==> config.mk <==
export PLATFORM = sky130hd
export DESIGN_NAME = autocorr_engine
export DESIGN_NICKNAME = d
export VERILOG_FILES = /design/src/rtl/autocorr_engine.sv
export SDC_FILE = /design/constraint.sdc
export NUM_CORES = 2
export LEC_CHECK = 0
export ABC_AREA = 1
export BUFFER_PORTS_ARGS = -buffer_cell sky130_fd_sc_hd__buf_2
export CAP_MARGIN = 20
export CORE_UTILIZATION = 40
export DETAILED_ROUTE_END_ITERATION = 12
export PLACE_DENSITY = 0.56
export SLEW_MARGIN = 20
export SYNTH_ARGS = -nofsm -noshare
export SYNTH_HDL_FRONTEND = slang
export SYNTH_SLANG_ARGS = --single-unit
==> constraint.sdc <==
create_clock -name clk -period 13.2 [get_ports clk]
set_input_delay 0.66 -clock clk [delete_from_list [all_inputs] [get_ports clk]]
set_output_delay 0.66 -clock clk [all_outputs]
set_load 0.05 [all_outputs]
==> src/rtl/autocorr_engine.sv <==
// Frame autocorrelation engine: r[k] = sum x[n]*x[n-k], k=0..P, one multiply per cycle.
// Feeds a downstream Levinson datapath through a one-hot lag-select read port.
module autocorr_engine #(
   parameter int N  = 160,
   parameter int P  = 10,
   parameter int DW = 16,
   parameter int AW = 40
) (
   input  logic                 clk,
   input  logic                 reset,
   input  logic                 start,
   input  logic                 in_valid,
   output logic                 in_ready,
   input  logic signed [DW-1:0] in_data,
   input  logic [P:0]           r_rsel,
   output logic [AW-1:0]        r_data,
   output logic                 ready,
   output logic                 busy
);

   // state | meaning
   // IDLE  | waiting for start, accumulators held
   // LOAD  | in_ready high, waiting for the next sample
   // MAC   | accumulating h[0]*h[k] for k = 0..P, one lag per cycle
   // DONE  | r[0..P] valid and held, ready high
   typedef enum logic [1:0] {IDLE, LOAD, MAC, DONE} state_t;

   localparam int KW = $clog2(P + 1);
   localparam int CW = $clog2(N + 1);
   localparam logic [KW-1:0] K_LAST   = KW'(P);
   localparam logic [CW-1:0] CNT_LAST = CW'(N);

   state_t                r_state;
   logic signed [DW-1:0]  r_hist [0:P];
   logic signed [AW-1:0]  r_acc  [0:P];
   logic [CW-1:0]         r_cnt;
   logic [KW-1:0]         r_k;
   logic                  r_in_ready;
   logic                  r_ready;
   logic                  r_busy;

   logic signed [2*DW-1:0] w_h0;
   logic signed [2*DW-1:0] w_hk;
   logic signed [2*DW-1:0] w_prod;
   logic signed [AW-1:0]   w_prod_ext;
   logic [AW-1:0]          w_rdata;

   // Operands widened first so the single multiplier yields the full 2*DW product
   assign w_h0       = {{DW{r_hist[0][DW-1]}}, r_hist[0]};
   assign w_hk       = {{DW{r_hist[r_k][DW-1]}}, r_hist[r_k]};
   assign w_prod     = w_h0 * w_hk;
   assign w_prod_ext = {{(AW-2*DW){w_prod[2*DW-1]}}, w_prod};

   always_ff @(posedge clk) begin
      if (reset) begin
         r_state    <= IDLE;
         r_cnt      <= '0;
         r_k        <= '0;
         r_in_ready <= 1'b0;
         r_ready    <= 1'b0;
         r_busy     <= 1'b0;
         for (int i = 0; i <= P; i++) begin
            r_acc[i]  <= '0;
            r_hist[i] <= '0;
         end
      end else begin
         unique case (r_state)
            IDLE, DONE: begin
               if (start) begin
                  r_state    <= LOAD;
                  r_cnt      <= '0;
                  r_k        <= '0;
                  r_in_ready <= 1'b1;
                  r_ready    <= 1'b0;
                  r_busy     <= 1'b1;
                  for (int i = 0; i <= P; i++) begin
                     r_acc[i]  <= '0;
                     r_hist[i] <= '0;
                  end
               end
            end
            LOAD: begin
               if (in_valid) begin
                  r_hist[0] <= in_data;
                  for (int i = 1; i <= P; i++) begin
                     r_hist[i] <= r_hist[i-1];
                  end
                  r_cnt      <= r_cnt + 1'b1;
                  r_k        <= '0;
                  r_in_ready <= 1'b0;
                  r_state    <= MAC;
               end
            end
            MAC: begin
               r_acc[r_k] <= r_acc[r_k] + w_prod_ext;
               if (r_k == K_LAST) begin
                  if (r_cnt == CNT_LAST) begin
                     r_state <= DONE;
                     r_ready <= 1'b1;
                     r_busy  <= 1'b0;
                  end else begin
                     r_state    <= LOAD;
                     r_in_ready <= 1'b1;
                  end
               end else begin
                  r_k <= r_k + 1'b1;
               end
            end
            default: begin
               r_state <= IDLE;
            end
         endcase
      end
   end

   // Zero-hot or multi-hot selects read as zero rather than an OR of lags
   always_comb begin
      w_rdata = '0;
      if ($onehot(r_rsel)) begin
         for (int i = 0; i <= P; i++) begin
            if (r_rsel[i]) begin
               w_rdata = r_acc[i];
            end
         end
      end
   end

   assign r_data   = w_rdata;
   assign in_ready = r_in_ready;
   assign ready    = r_ready;
   assign busy     = r_busy;

endmodule

After elaboration in Yosys (flattened, before gate mapping)

Memories as Yosys holds them, arrays and structs flattened. A register that Yosys moved wholly into a read port is not among the register bits.
Index checks and enable logic that the tools add are counted.

Register bits after elaboration: 17
Logic and storage cells: 166
Memory bits (writable): 616
Output and inout port bits: 43
Memories: 2

Add/subtract/negate cells: 13
Multipliers: 1
Bitwise logic cells: 33
Reductions and logical operators: 10
Equality and inequality tests: 12
Mux-type cells: 89

Memory list:

| memory | words | width | read ports | clocked after memory_dff | write ports | RTL line | source |
|---|---|---|---|---|---|---|---|
| r_acc  | 11    | 40    | 12         | 1                        | 11          | 35       | `logic signed [AW-1:0] r_acc [0:P];` |
| r_hist | 11    | 16    | 11         | 1                        | 11          | 34       | `logic signed [DW-1:0] r_hist [0:P];` |

Operators by type and width:

| cell                  | number |
|---|---|
| $mux W40              | 24 |
| $mux W16              | 22 |
| $add A40 B32 Y40      | 1 |
| $reduce_or A40 Y1     | 1 |
| $or A1 B1 Y1          | 33 |
| $mul A16 B16 Y32      | 1 |
| $mux W4               | 8 |
| $mux W1               | 23 |
| $mux W8               | 2 |
| $pmux W8 S2           | 1 |
| $ne A2 B2 Y1 const B  | 6 |
| $pmux W4 S3           | 1 |
| $add A1 B1 Y2         | 5 |
| $reduce_and A3 Y1     | 3 |
| $add A8 B1 Y8 const B | 1 |
| $eq A8 B8 Y1 const B  | 1 |
| $mux W2               | 4 |
| $reduce_and A4 Y1     | 2 |
| $add A2 B2 Y3         | 2 |
| $pmux W2 S3           | 1 |
| $add A3 B3 Y4         | 1 |
| $add A4 B1 Y4 const B | 1 |
| $add A4 B3 Y4         | 1 |
| $eq A2 B2 Y1 const B  | 2 |
| 9 further kinds       | 11 |

Depth between registers and ports, before layout

Word-level depth: 12
Gate-level depth with buffers: 39
Mapped depth without buffers: 35

Least setup slack after synthesis

No wires, ideal clock.

Kind: register -> register
Start point: register (tool-made name)
End point: memory r_acc[11][38], data pin
Path buffers: 5
Setup slack: 6,228 ps
Required time: 12,935 ps
Stages on the path, launching flop included: 30
Library setup time: 265 ps
Arrival: 6,706 ps
Path through: dfxtp_1 clkbuf_2 inv_2 buf_6 buf_4 buf_2 o211ai_1 nand2_2 inv_1 nor2_1 fa_1 fa_1 inv_1 fa_1 fa_1 inv_1 fa_1 inv_1 fa_1 inv_1 ha_1 nand2_1 nor3_1 nand2_1 nor2_1 nand3_1 nand3_1 xnor2_1 buf_2 inv_1

RTL lines:

| item             | RTL line |
|---|---|
| end: declaration | 35 |

==> results.md <==
* Status: finished clean
* CP max FO at between 60 and 70
* Via Count at ~43000
* GR Util All Layers at between 20% and 30%
* Max clock buf depth at 3
* Post-Syn Area at 53850 sq um
* Syn_nets at between 6000 and 7000
* Met3 Usage GRT at under 10%
* Post-CTS Hold Buffers at 0
* Die H at 368.9 microns
* Ys flop type: edfxtp_1
* Final HPWL DP at 120.8 mm
* Layout cells sized above 1 at 6.418%
* Busiest grt layer: met2
* Starting Density at roughly 40%
* Wire per inst at approximately 25 microns
* Buffers added on ports at 73
* Max stage delay cell, worst path: fa_1
* Core ar. at roughly 130000 sq um
* TritonCTS clock tree: yes
* Synth Register Bits at between 800 and 900
* CTS root buf: clkbuf_16
* Net count reported at finish at 6336
* # setup viols final at 0
* # diodes at 0
* CP top delay family: adder cells
* Worst-margin pin slew at roughly 1.1 ns
* First-pass GRT wire length at between 200 and 300 mm
* Clk slew on worst S/H paths at around 0.060 ns
* Min-Delay Path Class: input port to register
* Yosys top cell by area: edfxtp_1
* Rel. slew slack at ~28%
* Worst EP arrival at ~9.6 ns
* Critical path buffers and inverters at 7
* Post_cts resized at 0
* Syn_area_per_cell at approximately 9 sq um
* Clk_skew at slightly below 0.07 ns
* DR iter-0 viols at between 5000 and 6000
* Residual DRC at 0
* Count of TritonRoute iterations in the first routing pass at 6
* Post-Syn Instances at 5968
* Most used cell, CP: fa_1
* M2 GR Usage at 45.18%
* Synth top area share at 45.51%
* Final Hold Vio Count at 0
* Count leader, synth: nand2_1
* Synth-to-Final Area Change at 9.027%
* Num rows at around 130
* Die X at between 300 and 400 microns
* Yosys warnings at 0
* # Max-Cap Violations at 0
* DRT antenna net count at 0
* Synth top cells by count: nand2_1 (1054), nor2_1 (886), inv_1 (874), edfxtp_1 (816), a21oi_1 (581)
* Largest net degree at the start of global routing at approximately 140
* Initial antenna violation count at 9
* CTS Sinks at between 800 and 900
* Fin crit share at around 70%
* Max Clk Rate at 108.4 MHz
* Vias in the first global route at 41950
* Sequential fraction of the synthesis area at between 40% and 50%
* Kind of critical path: register to register
* Fill cells at roughly 13000
* Fin Setup TNS at 0 ns
* Cell variety after synth at 53
* Vias per inst at roughly 5.6
* Number of enable flip-flop cells after synthesis at 816
* CP endpoint kind: register
* Synth area leaders: edfxtp_1 (46%), fa_1 (13%), nand2_1 (7.3%), nor2_1 (6.2%), inv_1 (6.1%)
* CP Launch Type: register
* Routed WL at 193.6 mm
* Minimum clock period at between 9 and 10 ns
* Total I/O pin count at 74
* Post-CTS setup buffers at 0
* Met1 Use GR at 37.99%
* Cts bufs inserted at 95
* Worst EP required at 13.60 ns
* CP max stage delay at roughly 0.87 ns
* Worst-Skew Late Latency at between 0.7 and 0.8 ns
* Overflow after GRT at 0
* GPL Wtd Cong at between 0.9 and 1
* H-tree depth at 3
* Worst reg2reg setup slack at 3.98 ns
* Die area at 136100 sq um
* Async SR Flop Fraction at 0%
* Unrepaired setup endpoints after global routing: no
* Max-slew violations at 0
worst register-to-register path: cells and delay by family, from the launching register on:
kind | cells | cell delay (ns)
and+or+nand+nor | 12 | 1.92
AOI/OAI and AO/OA | 3 | 0.47
DFF | 1 | 0.66
buffers and inverters | 7 | 1.77
adders and majority gates | 7 | 4.08
placed cells by master, fill, tap and decap left out, types with 95 or more instances in the layout:
cell type	synthesis	layout
ha_1	125	125
inv_1	874	872
fa_1	337	337
a21oi_1	581	580
clkbuf_16	0	95
edfxtp_1	816	816
nand2_1	1054	1031
o21ai_0	270	270
nand3_1	249	248
nor2_1	886	882
state kept, by name, summed over array words and instances (netlist names), named ones only:
signal	cells
in_ready	1
r_hist	176
r_state	2
r_k	4
ready	1
r_cnt	8
busy	1
r_acc	640
cell families (layout without fill, tap and decap cells):
family / Yosys count / in the layout / share of synthesized area, %
xor gates and xnor gates: 29 / 29 / 0.4996
and+or+nand+nor: 2257 / 2257 / 16.67
adders and majority gates: 462 / 462 / 15.43
buffers and inverters: 1278 / 1231 / 9.497
DFF: 837 / 837 / 46.29
AOI/OAI and AO/OA: 1105 / 1105 / 11.62
per-layer routing:
layer / vias to the layer above / part of all wire [%]
met5: - / 0.014
met4: 4 / 4.4
met3: 465 / 9.5
met2: 2336 / 46
met1: 21240 / 40
li1: 19210 / -
worst paths after layout:
kind	from	to	cells past startpoint
setup / recovery	register	r_acc[12][39]	29
hold / removal	in_data[15]	r_hist[0][15]	3
setup reg to reg	register	r_acc[12][39]	29
hold reg to reg	r_cnt[0]	r_cnt[0]	1
cell type report:
cell class              instances  area, sq um  area share, %
well taps                    1768         2212          3.768
repair buffers                164         1106          1.884
inverters                     892         3367          5.735
flip-flops and latches        837        24940          42.48
clock buffers                 112         2441          4.158
multi-input cells            3853        24050          40.96
clock inverters                63        598.1          1.019
stage by stage:
step | cells | area [sq um] | setup slack [ns] | hold WS (ns) | utilization (%)
finish | 7689 | 58710 | 3.977 | 0.2408 | 43.99
global route | 7689 | 58710 | 3.556 | 0.2277 | 43.99
CTS | 7688 | 58670 | 3.957 | 0.1930 | 43.96
detailed placement | 7513 | 55630 | 4.001 | 0.4541 | 41.69
global placement | 7513 | 55630 | 4.083 | 0.4520 | 41.68
floorplan | 5968 | 53850 | 6.228 | 0.4312 | -
Power is not shown: default switching activity piles up to over one toggle a cycle in this logic, so the estimate is an artifact.
